**src/rtl/decode_ctrl_stage_if.sv**
```systemverilog
// D-stage to E-stage control bundle for the RV32I decode control stage.
// The driver of InstrD/ValidD/FlushE uses master; the decode stage uses slave.
interface decode_ctrl_stage_if;
    logic [31:0] InstrD;
    logic        ValidD;
    logic        FlushE;
    logic [2:0]  ImmSrcD;
    logic        StallD;
    logic        ValidE;
    logic        RegWriteE;
    logic        ALUSrcE;
    logic        MemWriteE;
    logic [1:0]  ResultSrcE;
    logic        BranchE;
    logic        JumpE;
    logic [1:0]  ALUOpE;
    logic        MulDivE;
    logic        IllegalE;

    modport master (
        output InstrD, ValidD, FlushE,
        input  ImmSrcD, StallD, ValidE, RegWriteE, ALUSrcE, MemWriteE,
               ResultSrcE, BranchE, JumpE, ALUOpE, MulDivE, IllegalE
    );

    modport slave (
        input  InstrD, ValidD, FlushE,
        output ImmSrcD, StallD, ValidE, RegWriteE, ALUSrcE, MemWriteE,
               ResultSrcE, BranchE, JumpE, ALUOpE, MulDivE, IllegalE
    );
endinterface

```
**src/rtl/decode_ctrl_stage.sv**
```systemverilog
// Main-decode stage: combinational ImmSrcD, registered ID/EX control bundle,
// and an occupancy counter that holds E and stalls F/D for multi-cycle MUL/DIV.
module decode_ctrl_stage #(
    parameter int ENABLE_M   = 1,
    parameter int MUL_CYCLES = 2,
    parameter int DIV_CYCLES = 8
) (
    input logic             clk,
    input logic             rst,
    decode_ctrl_stage_if.slave bus
);

    typedef struct packed {
        logic       regWrite;
        logic       aluSrc;
        logic       memWrite;
        logic [1:0] resultSrc;
        logic       branch;
        logic       jump;
        logic [1:0] aluOp;
        logic       mulDiv;
        logic       illegal;
    } ctrl_t;

    typedef enum logic {IDLE = 1'b0, BUSY = 1'b1} state_t;

    localparam logic [3:0] MUL_LOAD = 4'(MUL_CYCLES - 1);
    localparam logic [3:0] DIV_LOAD = 4'(DIV_CYCLES - 1);

    logic [6:0] opcode_s;
    logic [6:0] funct7_s;
    logic [3:0] loadCnt_s;
    logic       unusedInstr_s;
    ctrl_t      dec_s;
    logic [2:0] immSrc_s;

    ctrl_t      eCtrl_r;
    logic       validE_r;
    logic [3:0] cnt_r;
    state_t     state_r;

    assign opcode_s      = bus.InstrD[6:0];
    assign funct7_s      = bus.InstrD[31:25];
    assign loadCnt_s     = bus.InstrD[14] ? DIV_LOAD : MUL_LOAD;
    assign unusedInstr_s = ^{bus.InstrD[24:15], bus.InstrD[13:7]};

    // Opcode table: control bundle for E plus the immediate select for D.
    always_comb begin
        dec_s    = '0;
        immSrc_s = 3'b000;
        case (opcode_s)
            7'b0110011: begin
                if (funct7_s == 7'b0000001) begin
                    if (ENABLE_M != 0) begin
                        dec_s.regWrite = 1'b1;
                        dec_s.aluOp    = 2'b11;
                        dec_s.mulDiv   = 1'b1;
                    end else begin
                        dec_s.illegal  = 1'b1;
                    end
                end else begin
                    dec_s.regWrite = 1'b1;
                    dec_s.aluOp    = 2'b10;
                end
            end
            7'b0010011: begin
                dec_s.regWrite = 1'b1;
                dec_s.aluSrc   = 1'b1;
                dec_s.aluOp    = 2'b10;
            end
            7'b0000011: begin
                dec_s.regWrite  = 1'b1;
                dec_s.aluSrc    = 1'b1;
                dec_s.resultSrc = 2'b01;
            end
            7'b0100011: begin
                dec_s.aluSrc   = 1'b1;
                dec_s.memWrite = 1'b1;
                immSrc_s       = 3'b001;
            end
            7'b1100011: begin
                dec_s.branch = 1'b1;
                dec_s.aluOp  = 2'b01;
                immSrc_s     = 3'b010;
            end
            7'b1101111: begin
                dec_s.regWrite  = 1'b1;
                dec_s.resultSrc = 2'b10;
                dec_s.jump      = 1'b1;
                immSrc_s        = 3'b011;
            end
            7'b1100111: begin
                dec_s.regWrite  = 1'b1;
                dec_s.aluSrc    = 1'b1;
                dec_s.resultSrc = 2'b10;
                dec_s.jump      = 1'b1;
            end
            7'b0110111, 7'b0010111: begin
                dec_s.regWrite = 1'b1;
                dec_s.aluSrc   = 1'b1;
                immSrc_s       = 3'b100;
            end
            default: begin
                dec_s.illegal = 1'b1;
            end
        endcase
    end

    // ID/EX register and occupancy FSM; a busy E holds its contents until cnt drains.
    always_ff @(posedge clk or posedge rst) begin
        if (rst) begin
            eCtrl_r  <= '0;
            validE_r <= 1'b0;
            cnt_r    <= 4'd0;
            state_r  <= IDLE;
        end else if (bus.FlushE) begin
            eCtrl_r  <= '0;
            validE_r <= 1'b0;
            cnt_r    <= 4'd0;
            state_r  <= IDLE;
        end else if (state_r == BUSY) begin
            cnt_r    <= cnt_r - 4'd1;
            state_r  <= (cnt_r == 4'd1) ? IDLE : BUSY;
        end else if (!bus.ValidD) begin
            eCtrl_r  <= '0;
            validE_r <= 1'b0;
            cnt_r    <= 4'd0;
            state_r  <= IDLE;
        end else begin
            eCtrl_r  <= dec_s;
            validE_r <= 1'b1;
            if (dec_s.mulDiv && (loadCnt_s != 4'd0)) begin
                cnt_r   <= loadCnt_s;
                state_r <= BUSY;
            end else begin
                cnt_r   <= 4'd0;
                state_r <= IDLE;
            end
        end
    end

    assign bus.ImmSrcD    = immSrc_s;
    assign bus.StallD     = (state_r == BUSY);
    assign bus.ValidE     = validE_r;
    assign bus.RegWriteE  = eCtrl_r.regWrite;
    assign bus.ALUSrcE    = eCtrl_r.aluSrc;
    assign bus.MemWriteE  = eCtrl_r.memWrite;
    assign bus.ResultSrcE = eCtrl_r.resultSrc;
    assign bus.BranchE    = eCtrl_r.branch;
    assign bus.JumpE      = eCtrl_r.jump;
    assign bus.ALUOpE     = eCtrl_r.aluOp;
    assign bus.MulDivE    = eCtrl_r.mulDiv;
    assign bus.IllegalE   = eCtrl_r.illegal;

endmodule

```
**src/flat_wrapper.sv**
```systemverilog
// flat-port wrapper written by rule: the top's interface ports become plain ports
module decode_ctrl_stage_flat 
#(
    parameter int ENABLE_M   = 1,
    parameter int MUL_CYCLES = 2,
    parameter int DIV_CYCLES = 8
)
  (clk, rst, bus_InstrD, bus_ValidD, bus_FlushE, bus_ImmSrcD, bus_StallD, bus_ValidE, bus_RegWriteE, bus_ALUSrcE, bus_MemWriteE, bus_ResultSrcE, bus_BranchE, bus_JumpE, bus_ALUOpE, bus_MulDivE, bus_IllegalE);
  decode_ctrl_stage_if bus_i ();
  input logic clk;
  input logic rst;
  input wire logic [$bits(bus_i.InstrD)-1:0] bus_InstrD;
  input wire logic [$bits(bus_i.ValidD)-1:0] bus_ValidD;
  input wire logic [$bits(bus_i.FlushE)-1:0] bus_FlushE;
  output wire logic [$bits(bus_i.ImmSrcD)-1:0] bus_ImmSrcD;
  output wire logic [$bits(bus_i.StallD)-1:0] bus_StallD;
  output wire logic [$bits(bus_i.ValidE)-1:0] bus_ValidE;
  output wire logic [$bits(bus_i.RegWriteE)-1:0] bus_RegWriteE;
  output wire logic [$bits(bus_i.ALUSrcE)-1:0] bus_ALUSrcE;
  output wire logic [$bits(bus_i.MemWriteE)-1:0] bus_MemWriteE;
  output wire logic [$bits(bus_i.ResultSrcE)-1:0] bus_ResultSrcE;
  output wire logic [$bits(bus_i.BranchE)-1:0] bus_BranchE;
  output wire logic [$bits(bus_i.JumpE)-1:0] bus_JumpE;
  output wire logic [$bits(bus_i.ALUOpE)-1:0] bus_ALUOpE;
  output wire logic [$bits(bus_i.MulDivE)-1:0] bus_MulDivE;
  output wire logic [$bits(bus_i.IllegalE)-1:0] bus_IllegalE;
  assign bus_i.InstrD = bus_InstrD;
  assign bus_i.ValidD = bus_ValidD;
  assign bus_i.FlushE = bus_FlushE;
  assign bus_ImmSrcD = bus_i.ImmSrcD;
  assign bus_StallD = bus_i.StallD;
  assign bus_ValidE = bus_i.ValidE;
  assign bus_RegWriteE = bus_i.RegWriteE;
  assign bus_ALUSrcE = bus_i.ALUSrcE;
  assign bus_MemWriteE = bus_i.MemWriteE;
  assign bus_ResultSrcE = bus_i.ResultSrcE;
  assign bus_BranchE = bus_i.BranchE;
  assign bus_JumpE = bus_i.JumpE;
  assign bus_ALUOpE = bus_i.ALUOpE;
  assign bus_MulDivE = bus_i.MulDivE;
  assign bus_IllegalE = bus_i.IllegalE;
  decode_ctrl_stage #(.ENABLE_M(ENABLE_M), .MUL_CYCLES(MUL_CYCLES), .DIV_CYCLES(DIV_CYCLES)) u_core (.clk(clk), .rst(rst), .bus(bus_i));
endmodule
```
**config.mk**
```make
export PLATFORM = sky130hd
export DESIGN_NAME = decode_ctrl_stage_flat
export DESIGN_NICKNAME = d
export VERILOG_FILES = /design/src/rtl/decode_ctrl_stage_if.sv /design/src/rtl/decode_ctrl_stage.sv /design/src/flat_wrapper.sv
export SDC_FILE = /design/constraint.sdc
export NUM_CORES = 1
export LEC_CHECK = 0
export CORE_MARGIN = 1.5
export CORE_UTILIZATION = 38
export DETAILED_ROUTE_END_ITERATION = 6
export PLACE_DENSITY = 0.8
export SYNTH_ARGS = -nofsm -noshare
export SYNTH_HDL_FRONTEND = slang
export SYNTH_SLANG_ARGS = --single-unit
```
**constraint.sdc**
```tcl
create_clock -name clk -period 1.7 [get_ports clk]
set_clock_uncertainty 0.05 [all_clocks]
set_input_delay 0.34 -clock clk [delete_from_list [all_inputs] [get_ports clk]]
set_output_delay 0.34 -clock clk [all_outputs]
set_load 0.01 [all_outputs]
```
* Yosys cells after proc, flatten, opt, wreduce, memory -nomap -nowiden
Index checks and enable logic that the tools add are counted.
** Storage, ports and cells
- Bits of input ports :: 36
- Bits in registers :: 17
** Operators by class
- Multiplexer cells :: 28
- Add/subtract/negate cells :: 1
- Equal/unequal tests :: 12
- Reductions and logical operators :: 7
** Operators by type and width (count)
- 11-bit two-way mux :: 3
- 7-bit by 6-bit == test with 1-bit output, second input constant :: 3
- 7-bit == test, second input constant :: 3
- 4-bit two-way mux :: 4
- 1-bit two-way mux :: 15
- 7-bit by 5-bit == test with 1-bit output, second input constant :: 2
- 3-bit case mux with 4 select lines :: 1
- 8-bit OR reduction :: 1
- 7-bit by 1-bit == test with 1-bit output, second input constant :: 1
- 7-bit by 2-bit == test with 1-bit output, second input constant :: 1
- 7-bit OR reduction :: 1
- 2-bit case mux with 3 select lines :: 1
- 6-bit OR reduction :: 1
- 4-bit by 1-bit == test with 1-bit output, second input constant :: 1
- 2-bit case mux with 2 select lines :: 1
- 4-bit nonzero test :: 1
- 2-bit OR reduction :: 2
- 4-bit by 1-bit subtractor with 4-bit output, second input constant :: 1
- 3-bit two-way mux :: 1
- 2-bit two-way mux :: 1
- 2-bit != test, second input constant :: 1
- 1-bit case mux with 2 select lines :: 1
- 1-bit logical AND :: 1

* Longest topological paths before layout
- Depth after elaboration :: 8
- Gate-level depth with buffers :: 5
- Gate-level depth less buffers :: 4

* Worst setup path after synthesis
No wires, ideal clock.
- Kind :: input-to-output
- From :: in bus_InstrD[2]
- To :: out bus_ImmSrcD[0]
- Stages :: 3
- Data arrival time :: 1.085 ns
- Data required time :: 1.310 ns
- Setup slack :: 0.225 ns
- Path through :: buf_2 > or3_1 > a21oi_1
** Between the ends
- Longest elaborated chain between the ends :: 3
- Elaborated cells on any way between the ends :: 7
** Ends and longest elaborated chain
- from (decl) :: line flat_wrapper.sv:12 : input wire logic [$bits(bus_i.InstrD)-1:0] bus_InstrD;
- 7-bit by 6-bit == test with 1-bit output or 7-bit by 5-bit == test with 1-bit output (tied branches) :: line decode_ctrl_stage.sv:51 : case (opcode_s)
- 2-bit OR reduction
- 3-bit case mux with 4 select lines (*) :: line decode_ctrl_stage.sv:51
- to (decl) :: line flat_wrapper.sv:15 : output wire logic [$bits(bus_i.ImmSrcD)-1:0] bus_ImmSrcD;
Every way passes the cells marked *; elsewhere a longest branch is shown, timed or not.

* Final worst setup path
- From :: in bus_InstrD[3]
- To :: out bus_ImmSrcD[0]
The elaborated chain is that of the path after synthesis.

==> results.md <==
- Residual DRC: 0
- Initial antenna violation count: 0
- Starting Density: 0.411
- Avg Inst Size Synth: 10.3 um2
- Clock latency on the worst-skew pair: 0.29 ns
- Grt ovf: 0
- Measured slew at the worst slew-check pin: 0.279 ns
- RSZ-0062 raised after global routing: no
- Crit Path Class: in -> out
- Number of synthesized flops with an enable pin: 0
- RD Place Congestion: 0.772
- Synth Flop Type: dfrtp_1
- H-tree Lvls: 1
- Syn_nets: 128
- Layout cells sized above 1: 0.280
- Max Clk Rate: 0.621 GHz
- Routed WL per cell: 12.9 um
- Reg clk slew, reported paths: about 0.10 ns
- Chip Width: 52.4 um
- Netlist cell types: 39
- Warnings from Yosys: 0
- Vias in the first global route: approximately 900
- Via density: 5.17
- Reg-to-Reg Start: u_core.bus.StallD
- Post-route antenna net violation count: 0
- CTS tree: done
- Non-Filler Instances: 171
- DP Area: 1410 um2
- DR vias: just under 900
- CTS root buf: clkbuf_4
- Fin area: 1430 um2
- Nets: 182
- Initial drt markers: 9
- Worst Path Arrival: 1.22 ns
- Cts hold-fix bufs: 0
- # diodes: 0
- Pwr dens: between 500 and 600 nW/um2
- Post-DP HPWL: 1750 um
- Synthesized area: around 930 um2
- Most common library cell in the layout ignoring fill and taps: clkdlybuf4s50_1
- Most frequent cells in the layout: 24 x clkdlybuf4s50_1, 19 x buf_4, 16 x dfrtp_1
- Clk sinks: 17
- Count of final hold-check violations: 0
- Num ports: 52
- Leakage: 0.672 nW
- Min cycle time layout: between 1.5 and 2 ns
- Final wirelength: about 2200 um
- VDD IR max: 0.000259 V
- 1st-pass router iterations: 4
- Post-placement cell count: 166
- Die H: 52.4 um
- Area growth, synth to finish: 54.5%
- Worst slew margin: 0.811
- Largest net degree at the start of global routing: 18
- Critical path peak fanout: 3
- Fin. max-slew vios: 0
- Sequential area share after synthesis: 0.459
- Total CTS buffers: 3
- Die ar.: 2740 um2
- Flop2flop setup slack: 0.29 ns
- Max Cap Viol: 0
- Worst R2R Path Depth: 5
- Row count: 17
- CP endpoint kind: output pin
- Port Buf Inserts: 34
- Outcome: finished clean
- Flop and latch count out of synthesis: 17
- Reg2reg end: u_core.bus.ALUOpE[1]
- Clk buf depth: 2
- Part of the cycle the worst path needs: 0.948
- Core area: around 2300 um2
- Filler Cell Count: 220
- First-pass GRT wire length: ~3600 um
- Crit start category: input port
- Total track usage: 0.179
- Asr flop ratio synth: 1.00
- Post-Syn Instances: 90
- Final setup viols: 0
- Req. time, crit path: around 1.3 ns
- Hold Path Class: in -> async
- Post-route setup TNS: 0 ns
-- cell usage after synthesis (2+ instances only) --
master | number | area [um2]
a211oi_2 | 2 | 25.0
a21o_1 | 3 | 22.5
a21oi_1 | 4 | 20.0
and4bb_2 | 3 | 37.5
buf_2 | 2 | 10.0
dfrtp_1 | 17 | 425
ha_1 | 2 | 25.0
inv_1 | 4 | 15.0
nand2_1 | 10 | 37.5
nand3_1 | 3 | 15.0
nor2_1 | 5 | 18.8
nor3_1 | 2 | 10.0
o21ai_0 | 6 | 30.0
xor2_1 | 2 | 17.5
-- sequential cells by signal, indices dropped and copies added (netlist names) --
signal	count
u_core.bus.MemWriteE	1
u_core.bus.BranchE	1
u_core.bus.ValidE	1
u_core.bus.IllegalE	1
u_core.bus.RegWriteE	1
u_core.bus.ALUOpE	2
u_core.bus.JumpE	1
u_core.bus.MulDivE	1
u_core.cnt_r	4
u_core.bus.ResultSrcE	2
u_core.bus.ALUSrcE	1
u_core.bus.StallD	1
-- area by class of cell --
type | instances | area, um2 | share of cell area
flip-flops and latches | 17 | 427 | 0.298
clock buffers | 3 | 22.5 | 0.0157
multi-input cells | 65 | 470 | 0.329
clock inverters | 1 | 5.00 | 0.00350
inverters | 4 | 15.0 | 0.0105
repair buffers | 53 | 455 | 0.318
well taps | 28 | 35.0 | 0.0245
-- routing by layer --
metal	wire (um)	track usage	vias to the layer above	share of wire
met2	1110	0.315	39	0.50
met1	924	0.201	410	0.42
met3	150	0.0371	4	0.068
met5	0	0	-	0
met4	23	0.0897	0	0.010
li1	-	-	431	-
-- critical path: stages --
cell	delay [ns]
dlygate4sd2_1	0.25
or3_1	0.36
a21oi_1	0.12
buf_2	0.14
-- worst max path at each step --
stage                    startpoint        endpoint  slack, ns  depth (start not counted)
2_1_floorplan         bus_InstrD[2]  bus_ImmSrcD[0]       0.23                          3
3_3_place_gp          bus_InstrD[6]  bus_ImmSrcD[0]      -0.64                          4
3_5_place_dp          bus_InstrD[6]  bus_ImmSrcD[2]      -0.69                          4
4_1_cts           u_core.bus.StallD      bus_StallD      0.009                          1
5_1_grt        u_core.bus.MemWriteE   bus_MemWriteE       0.03                          1
6_report              bus_InstrD[3]  bus_ImmSrcD[0]       0.09                          4
-- cells by family after synthesis --
family                     Yosys count  share of synthesized area
and+or+nand+nor                     37                      0.262
AOI/OAI and AO/OA                   23                      0.176
DFF                                 17                      0.459
buffers and inverters                8                     0.0473
xor gates and xnor gates             3                     0.0284
adders and majority gates            2                     0.0270
-- report_power, final --
group | switching (mW) | internal (mW)
Combinational | 0.0527 | 0.0764
Clock | 0.126 | 0.0875
Sequential | 0.00200 | 0.407
-- per-stage QoR --
step,util,power (mW),worst slack [ns],hold WS (ns)
finish,0.634,0.752,0.0885,0.299
global route,0.634,0.787,0.0329,0.317
CTS,0.633,0.760,0.00936,0.304
detailed placement,0.624,0.551,-0.691,0.419
global placement,0.624,0.548,-0.637,0.409
floorplan,-,0.461,0.225,0.216
-- what timing repair did --
item	in CTS	in global routing
pin swaps	4	0
setup buffers	0	1
setup endpoints to repair	4	3
resized for setup	24	2
Note: power is estimated with default switching activity, not from simulation.
